$ cat src/rtl/icache_pkg.sv
// Shared types, width helpers and constants for the direct-mapped instruction cache.
package icache_pkg;

    typedef enum logic [1:0] {
        IDLE   = 2'd0,
        REFILL = 2'd1,
        FILLED = 2'd2
    } state_t;

    localparam logic [31:0] NOP = 32'h0000_0000;

    // Word-offset bits within a line.
    function automatic int unsigned offset_w(input int unsigned words);
        return $clog2(words);
    endfunction

    // Line-index bits.
    function automatic int unsigned index_w(input int unsigned lines);
        return $clog2(lines);
    endfunction

    // Tag bits: everything above index, offset and the byte lane.
    function automatic int unsigned tag_w(input int unsigned lines, input int unsigned words);
        return 32 - $clog2(lines) - $clog2(words) - 2;
    endfunction

endpackage

$ cat src/rtl/icache_data_ram.sv
// Instruction data store: one synchronous write port, one combinational read port.
module icache_data_ram
    import icache_pkg::*;
#(
    parameter int unsigned LINES = 16,
    parameter int unsigned WORDS = 4,
    localparam int unsigned INDEX_W  = index_w(LINES),
    localparam int unsigned OFFSET_W = offset_w(WORDS)
) (
    input  logic                clk,
    input  logic                we,
    input  logic [INDEX_W-1:0]  widx,
    input  logic [OFFSET_W-1:0] woff,
    input  logic [31:0]         wdata,
    input  logic [INDEX_W-1:0]  ridx,
    input  logic [OFFSET_W-1:0] roff,
    output logic [31:0]         rdata
);

    logic [31:0] mem [LINES][WORDS];

    // Refill writes; contents are never reset, validity is tracked in the tag store.
    always_ff @(posedge clk) begin
        if (we) begin
            mem[widx][woff] <= wdata;
        end
    end

    // Lookup read straight from the current PC.
    always_comb begin
        rdata = mem[ridx][roff];
    end

endmodule

$ cat src/rtl/icache_dm.sv
// Direct-mapped read-only instruction cache with word-serial line refill.
module icache_dm
    import icache_pkg::*;
#(
    parameter int unsigned LINES = 16,
    parameter int unsigned WORDS = 4
) (
    input  logic        i_clk,
    input  logic        i_nrst,
    input  logic [31:0] i_addr_pc,
    input  logic        i_con_flush,
    output logic [31:0] o_data_instr,
    output logic        o_con_stall,
    output logic        o_mem_req,
    output logic [31:0] o_mem_addr,
    input  logic        i_mem_ack,
    input  logic [31:0] i_mem_rdata
);

    localparam int unsigned OFFSET_W = offset_w(WORDS);
    localparam int unsigned INDEX_W  = index_w(LINES);
    localparam int unsigned TAG_W    = tag_w(LINES, WORDS);

    state_t              state_q;
    state_t              state_d;
    logic [LINES-1:0]    valid_q;
    logic [TAG_W-1:0]    tag_q [LINES];
    logic [INDEX_W-1:0]  line_idx_q;
    logic [TAG_W-1:0]    line_tag_q;
    logic [OFFSET_W-1:0] cnt_q;
    logic                flush_pend_q;
    logic                mem_req_q;
    logic [31:0]         mem_addr_q;

    logic [OFFSET_W-1:0] pc_off;
    logic [INDEX_W-1:0]  pc_idx;
    logic [TAG_W-1:0]    pc_tag;
    logic                unused_pc_bits;
    logic                hit;
    logic                miss;
    logic                word_ack;
    logic                last_ack;
    logic                ram_we;
    logic [31:0]         ram_rdata;

    // PC field split and lookup/handshake qualifiers.
    always_comb begin
        pc_off         = i_addr_pc[OFFSET_W+1:2];
        pc_idx         = i_addr_pc[OFFSET_W+2 +: INDEX_W];
        pc_tag         = i_addr_pc[31 -: TAG_W];
        unused_pc_bits = ^i_addr_pc[1:0];
        hit            = (state_q == IDLE) && valid_q[pc_idx] && (tag_q[pc_idx] == pc_tag);
        miss           = (state_q == IDLE) && !hit;
        word_ack       = (state_q == REFILL) && mem_req_q && i_mem_ack;
        last_ack       = word_ack && (cnt_q == OFFSET_W'(WORDS - 1));
    end

    // FSM state register.
    always_ff @(posedge i_clk or negedge i_nrst) begin
        if (!i_nrst) begin
            state_q <= IDLE;
        end else begin
            state_q <= state_d;
        end
    end

    // FSM next state.
    always_comb begin
        state_d = state_q;
        case (state_q)
            IDLE:    if (miss) state_d = REFILL;
            REFILL:  if (last_ack) state_d = FILLED;
            FILLED:  state_d = IDLE;
            default: state_d = IDLE;
        endcase
    end

    // FSM outputs: hit data or NOP with stall, and refill write strobe.
    always_comb begin
        o_con_stall  = 1'b1;
        o_data_instr = NOP;
        ram_we       = word_ack;
        if (hit) begin
            o_con_stall  = 1'b0;
            o_data_instr = ram_rdata;
        end
    end

    // Refill request, address walk and word counter.
    always_ff @(posedge i_clk or negedge i_nrst) begin
        if (!i_nrst) begin
            mem_req_q  <= 1'b0;
            mem_addr_q <= 32'h0;
            cnt_q      <= '0;
            line_idx_q <= '0;
            line_tag_q <= '0;
        end else if (miss) begin
            mem_req_q  <= 1'b1;
            mem_addr_q <= {pc_tag, pc_idx, (OFFSET_W + 2)'(0)};
            cnt_q      <= '0;
            line_idx_q <= pc_idx;
            line_tag_q <= pc_tag;
        end else if (word_ack) begin
            cnt_q      <= cnt_q + OFFSET_W'(1);
            mem_addr_q <= mem_addr_q + 32'd4;
            if (last_ack) begin
                mem_req_q <= 1'b0;
            end
        end
    end

    // Valid bits and the flush-during-refill marker.
    always_ff @(posedge i_clk or negedge i_nrst) begin
        if (!i_nrst) begin
            valid_q      <= '0;
            flush_pend_q <= 1'b0;
        end else begin
            if (i_con_flush) begin
                valid_q <= '0;
            end else if (last_ack && !flush_pend_q) begin
                valid_q[line_idx_q] <= 1'b1;
            end

            if (state_q == FILLED) begin
                flush_pend_q <= 1'b0;
            end else if (i_con_flush && state_q == REFILL) begin
                flush_pend_q <= 1'b1;
            end
        end
    end

    // Tag write on completion of a line; tags need no reset.
    always_ff @(posedge i_clk) begin
        if (last_ack) begin
            tag_q[line_idx_q] <= line_tag_q;
        end
    end

    assign o_mem_req  = mem_req_q;
    assign o_mem_addr = mem_addr_q;

    icache_data_ram #(
        .LINES (LINES),
        .WORDS (WORDS)
    ) u_data_ram (
        .clk   (i_clk),
        .we    (ram_we),
        .widx  (line_idx_q),
        .woff  (cnt_q),
        .wdata (i_mem_rdata),
        .ridx  (pc_idx),
        .roff  (pc_off),
        .rdata (ram_rdata)
    );

endmodule

$ cat config.mk
export PLATFORM = sky130hd
export DESIGN_NAME = icache_dm
export DESIGN_NICKNAME = d
export VERILOG_FILES = /design/src/rtl/icache_pkg.sv /design/src/rtl/icache_data_ram.sv /design/src/rtl/icache_dm.sv
export SDC_FILE = /design/constraint.sdc
export NUM_CORES = 2
export LEC_CHECK = 0
export ABC_AREA = 0
export CAP_MARGIN = 30
export CORE_MARGIN = 2
export CORE_UTILIZATION = 60
export CTS_CLUSTER_SIZE = 28
export DETAILED_ROUTE_END_ITERATION = 8
export PLACE_DENSITY = 0.86
export SKIP_LAST_GASP = 1
export SLEW_MARGIN = 20
export SYNTH_ARGS = -nofsm -noshare
export SYNTH_HDL_FRONTEND = slang
export SYNTH_SLANG_ARGS = --single-unit
$ cat constraint.sdc
create_clock -name i_clk -period 7 [get_ports i_clk]
set_input_delay 1.4 -clock i_clk [delete_from_list [all_inputs] [get_ports i_clk]]
set_output_delay 1.4 -clock i_clk [all_outputs]
set_load 0.01 [all_outputs]
# Word-level counts from Yosys, hierarchy flattened
# Memory sizes are Yosys's and may differ from the RTL's.
# Index checks and enable logic that the tools add are counted.
[word_totals]
regBits = 82
mem_bits_rw = 2432
input_bits = 68
out_inout_bits = 66
mem_count = 2
[op_classes]
n_addsub = 2
order_cmp = 6
n_eq_ne = 6
muxes = 29
n_bitwise = 3
n_reduce_logical = 19
[memory_table]
columns = ["name", "depth", "width", "rd", "rd_clocked_by_memory_dff", "wr", "line", "text"]
rows = [
  ["u_data_ram.mem", 16, 128, 1, 0, 1, "icache_data_ram.sv:20", "logic [31:0] mem [LINES][WORDS];"],
  ["tag_q", 16, 24, 1, 0, 1, "icache_dm.sv:27", "logic [TAG_W-1:0] tag_q [LINES];"],
]
[op_table]
columns = ["operator", "n"]
rows = [
  ["2-to-1 mux 32 bit", 6],
  ["2-to-1 mux 128 bit", 1],
  ["binary-select mux 32 bit (select 2 bit)", 1],
  ["demux 32 bit (select 2 bit)", 1],
  ["adder 32 x 3 -> 32 bit (second input constant)", 1],
  ["2-to-1 mux 16 bit", 2],
  ["equality test 24 bit", 1],
  ["bitwise OR 16 bit", 1],
  ["2-to-1 mux 1 bit", 11],
  ["logical AND 1 bit", 10],
  ["< comparator 4 x 5 -> 1 bit (second input constant)", 2],
  ["2-to-1 mux 2 bit", 4],
  ["nonzero test 2 bit", 4],
  ["greater-or-equal comparator 3 bit (second input constant)", 2],
  ["NOT 2 -> 3 bit", 2],
  ["binary-select mux 1 bit (select 4 bit)", 1],
  ["demux 1 bit (select 4 bit)", 1],
  ["equality test 2 bit (second input constant)", 2],
  ["greater-or-equal comparator 4 x 1 -> 1 bit (second input constant)", 1],
  ["inequality test 2 bit (second input constant)", 2],
  ["one-hot mux 2 bit (2 select lines)", 1],
  ["AND reduction 2 bit", 2],
  ["< comparator 3 x 1 -> 1 bit (second input constant)", 1],
  ["adder 2 x 1 -> 2 bit (second input constant)", 1],
  ["other kinds (3)", 4],
]

# Depth between registers and ports, before layout
[logic_depth]
ltp_word = 8
depth_mapped = 15
ltp_nobuf = 9

# By module
# From an unflattened synthesis, not the netlist that was laid out.
[hier_totals]
hier_cells = 4420
area_unflattened_um2 = 96867.9
[modules_own_cells]
columns = ["module", "n_inst", "cells_each", "area_per_inst_um2"]
rows = [
  ["icache_data_ram", 1, 3348, 77635.7],
  ["icache_dm", 1, 1072, 19232.2],
]

# Least setup slack after synthesis
# OpenSTA, ideal clock, no wires.
[synth_path]
kind = "input -> output"
start = "in i_addr_pc[4]"
end = "out o_data_instr[17]"
t_arrival_ns = 4.374
required_ns = 5.600
path_slack_ns = 1.226
path_stages = 12
path_buffers = 8
path_cell_list = "buf_6 buf_6 buf_4 buf_4 buf_2 buf_2 buf_2 buf_2 mux4_2 mux4_2 a211oi_1 a211oi_1"
[synth_between]
elab_chain_len = 5
elab_cells_between_ends = 11
cone_classes = "eq/ne (1); mux (6); reduce/logical (2); memory (2)"
[synth_rtl]
columns = ["element", "line", "text"]
rows = [
  ["start, declared", "icache_dm.sv:10", "input logic [31:0] i_addr_pc,"],
  ["memory (16 x 128 bit) or binary-select mux 1 bit (select 4 bit) (tied branches)", "--", ""],
  ["binary-select mux 32 bit (select 2 bit) or 2-to-1 mux 1 bit (tied branches)", "icache_data_ram.sv:31, icache_dm.sv:52", ""],
  ["2-to-1 mux 32 bit (implied by the code) or logical AND 1 bit (tied branches) (2 in a row)", "icache_data_ram.sv:31, icache_dm.sv:52", ""],
  ["2-to-1 mux 32 bit *", "icache_dm.sv:83", "if (hit) begin"],
  ["end, declared", "icache_dm.sv:12", "output logic [31:0] o_data_instr,"],
]
# Every way passes the cells marked *; elsewhere a longest branch is shown, timed or not. The select of a mux whose other input is x is not followed.

# Final worst setup path
[layout_path]
start = "in i_addr_pc[5]"
end = "out o_data_instr[17]"
# Same word-level chain as after synthesis.

==> reports/results.txt <==
Outcome = finished, violations left
Failing checks = setup timing
VDD IR max = 0.306 mV
Share of cell area taken by muxes after synthesis = 18.2%
Root Driver = clkbuf_16
Worst Slack Setup Final = -10.9 ps
CP dominant cell by count = buf_4
Hold Path Class = in -> async
Mapped Area = 96900 um2
Vias per inst = 7.51
Placed cell count = 6355
Kind of critical path = in -> out
Via count = 51074
Initial Util = 60.4%
Worst r2r path cells = 12
CP cell instances = buf_8 -> nor2b_1 -> a22oi_1 -> nand3_1 -> nor3b_1 -> o21ai_0 -> a2111oi_4 -> nand4_4 -> buf_4 -> a211oi_1 -> buf_4 -> clkdlybuf4s50_1
Tot Pwr = 30.5 mW
Clock Pin Slew Worst Setup and Hold Paths = 70 ps
Layout Cells excl Fill = 6797
Post-synthesis compound-gate area fraction = 1.26%
Drt pass-1 iters = 9
H-tree levels = 4
Upper clock frequency limit = 143 MHz
Final Slew Violations = 0
DP Worst Slack = 110 ps
CP Max Fanout = 21
Final setup violation count = 1
Routed length per placed instance = 41.7 um
Post-Synth Adder-Cell Area = 0.0646%
Vias in the first global route = 51217
Switching pwr = 6.48 mW
Buf/Inv on CP = 4
Crit. End Element = output port
Fin Hold WS = 478 ps
CTS Buffer Depth = 3
Worst relative slew slack = 30.2%
Drt first-iter violations = 9144
IO Pins = 134
Die Height = 406 um
Yosys Warn Count = 0
Slowest stage cell, crit path = nor2b_1
Clock Skew = 56.2 ps
Postcts setup bufs = 0
Area of the multi-input gates = 21300 um2
Pin count of the biggest net entering global routing = 147
Gr usage total = 34.6%
Period minus WS final = 7010 ps
Leakage power = 33.6 nW
Post-Synth XOR/XNOR Area = 0.343%
Post-synth top flop = edfxtp_1
Routed wire length = 283000 um
Sequential area share after synthesis = 77.4%
Syn Inst Count = 4121
Layout area overhead = 13.3%
Post-DRT Antenna Nets = 0
Total gr overflow = 0
Post-Layout Inst Area = 110000 um2
GPL Wtd Cong = 0.829
Ys async rst share = 3.18%
Area after DPL = 102000 um2
CTS sink count = 2512
FF-to-FF setup slack = 2330 ps
# nets final = 4508
Largest family of logic cells by synthesized area = multiplexers
Pwr/cell area = 278 nW/um2
Worst Tran Pin Value = 1050 ps
Yosys reg bits = 2512
RR Endpoint = line_tag_q[19]
Power share of the sequential group = 53.8%
Sequential cell area = 75000 um2
Clk pwr share = 42.0%
Final hold vios = 0
Die area = 165000 um2
Skew-Pair Late Insertion Delay = 860 ps
Synth Area in Simple Gates = 1.55%
CP startpoint kind = input port
Fin util = 68.5%
Required time of the critical path = 5600 ps
Critical path's largest stage delay = 590 ps
Placeable Area = 160000 um2
Worst Path Arrival = 5610 ps
Sw frac = 21.2%
Reg-to-reg startpoint = tag_q[14][1]
DP HPWL = 142000 um
Die Wd = 406 um
DRC errors left = 0
Hold Buf Count CTS = 0
Row Count = 147
Fill count = 8758
Post-route setup TNS = -10.9 ps
Cell-internal power = 24.1 mW
Inserted Clock Buffers = 227
Number of port buffers = 129
Netlist cell types = 62
Max Cap Viol = 0
Share of layout cells above drive strength 1 = 30.4%
Post-synth EDFFs = 2432
Post-route clock period utilization = 100%
Mapped Avg Cell Area = 23.5 um2
First-pass GRT wire length = 392000 um
Antenna violations before repair = 5
TritonCTS clock tree = yes
RSZ-0062 raised after global routing = no
Crit path max-delay family = simple AND/OR/NAND/NOR gates
Comb pwr share = 4.2%
[layout make-up]
class | instances | share of cell area, %
clock buffer | 280 | 5.52
sequential | 2512 | 68.3
multi-input combinational | 1363 | 19.4
timing repair buffer | 308 | 2.92
inverter | 23 | 0.0832
clock inverter | 146 | 1.32
antenna | 5 | 0.0114
tap | 2160 | 2.46
[layout by cell type (no fill, tap or decap), types with 34 or more instances in the layout]
cell type,count
buf_12,34
buf_4,159
clkbuf_1,40
clkbuf_16,232
clkdlybuf4s50_1,90
clkinv_1,53
clkinv_2,46
dfrtp_1,80
edfxtp_1,2432
mux2_2,37
mux2i_1,61
mux4_2,737
nand2_1,74
nor2_1,46
nor2_4,64
[worst reg2reg max path, stage by stage, from the launching register on]
cell and delay [ps]:
edfxtp_1 390, mux4_2 480, mux2i_1 270, a21o_1 190, a21oi_1 60, a2111o_1 480, a2111oi_4 450, nand4_4 310
buf_4 400, buf_4 310, nand2_1 460, buf_12 290, mux2_2 440
[state kept, by name, indices dropped and copies added, names as in the netlist]
signal / flops
flush_pend_q: 1
valid_q: 16
u_data_ram.mem: 2048
o_mem_req: 1
line_tag_q: 24
state_q: 2
tag_q: 384
line_idx_q: 4
o_mem_addr: 30
cnt_q: 2
[synthesized netlist by cell type, drive strengths merged, types with 11 or more instances]
cell type / number / area share (%)
a22oi: 14 / 0.11
buf: 105 / 0.60
mux2: 37 / 0.43
edfxtp: 2432 / 75
o21ai: 13 / 0.067
a31oi: 25 / 0.16
dfrtp: 80 / 2.1
a21oi: 17 / 0.088
nor2: 111 / 0.43
nor3: 22 / 0.11
and2: 13 / 0.087
a221o: 11 / 0.11
xnor2: 23 / 0.21
nand3: 21 / 0.11
xor2: 15 / 0.14
nand2: 75 / 0.29
clkbuf: 119 / 0.46
mux2i: 61 / 0.63
a211oi: 29 / 0.22
inv: 22 / 0.085
mux4: 737 / 17
nor2b: 29 / 0.19
o22ai: 11 / 0.071
[routing by layer]
metal | track usage (%) | routed length (um)
met4 | 20.6 | 21400
met5 | 0 | 13
met3 | 6.94 | 32800
met2 | 56.0 | 140000
met1 | 44.0 | 88600
[cells by family (layout without fill, tap and decap cells)]
logic type	after synthesis	in the layout
DFF	2512	2512
buffers and inverters	247	757
muxes	835	835
xor gates and xnor gates	38	38
AOI/OAI and AO/OA	165	165
adders and majority gates	5	5
and+or+nand+nor	318	318
other	1	7
[power groups by stage]
stage | Sequential, mW | Combinational [mW] | Clock, mW
2_1_floorplan | 16.8 | 0.700 | 0
3_3_place_gp | 16.8 | 1.15 | 0
3_5_place_dp | 16.8 | 1.20 | 0
4_1_cts | 16.4 | 1.24 | 12.8
5_1_grt | 16.4 | 1.32 | 13.3
6_report | 16.4 | 1.28 | 12.8
[how the worst max path moves through the flow]
stage,slack [ps],endpoint,start,cells past startpoint
2_1_floorplan,1230,o_data_instr[17],i_addr_pc[4],12
3_3_place_gp,180,o_data_instr[9],i_addr_pc[4],12
3_5_place_dp,110,o_data_instr[9],i_addr_pc[4],10
4_1_cts,40,o_data_instr[17],i_addr_pc[4],13
5_1_grt,4,o_data_instr[17],i_addr_pc[5],12
6_report,-10,o_data_instr[17],i_addr_pc[5],12
[timing repair]
action	in CTS	in global routing
cloned	0	0
gates resized for setup	4	4
setup endpoints to repair	4	4
No activity file was read; power rests on OpenSTA's default activity.
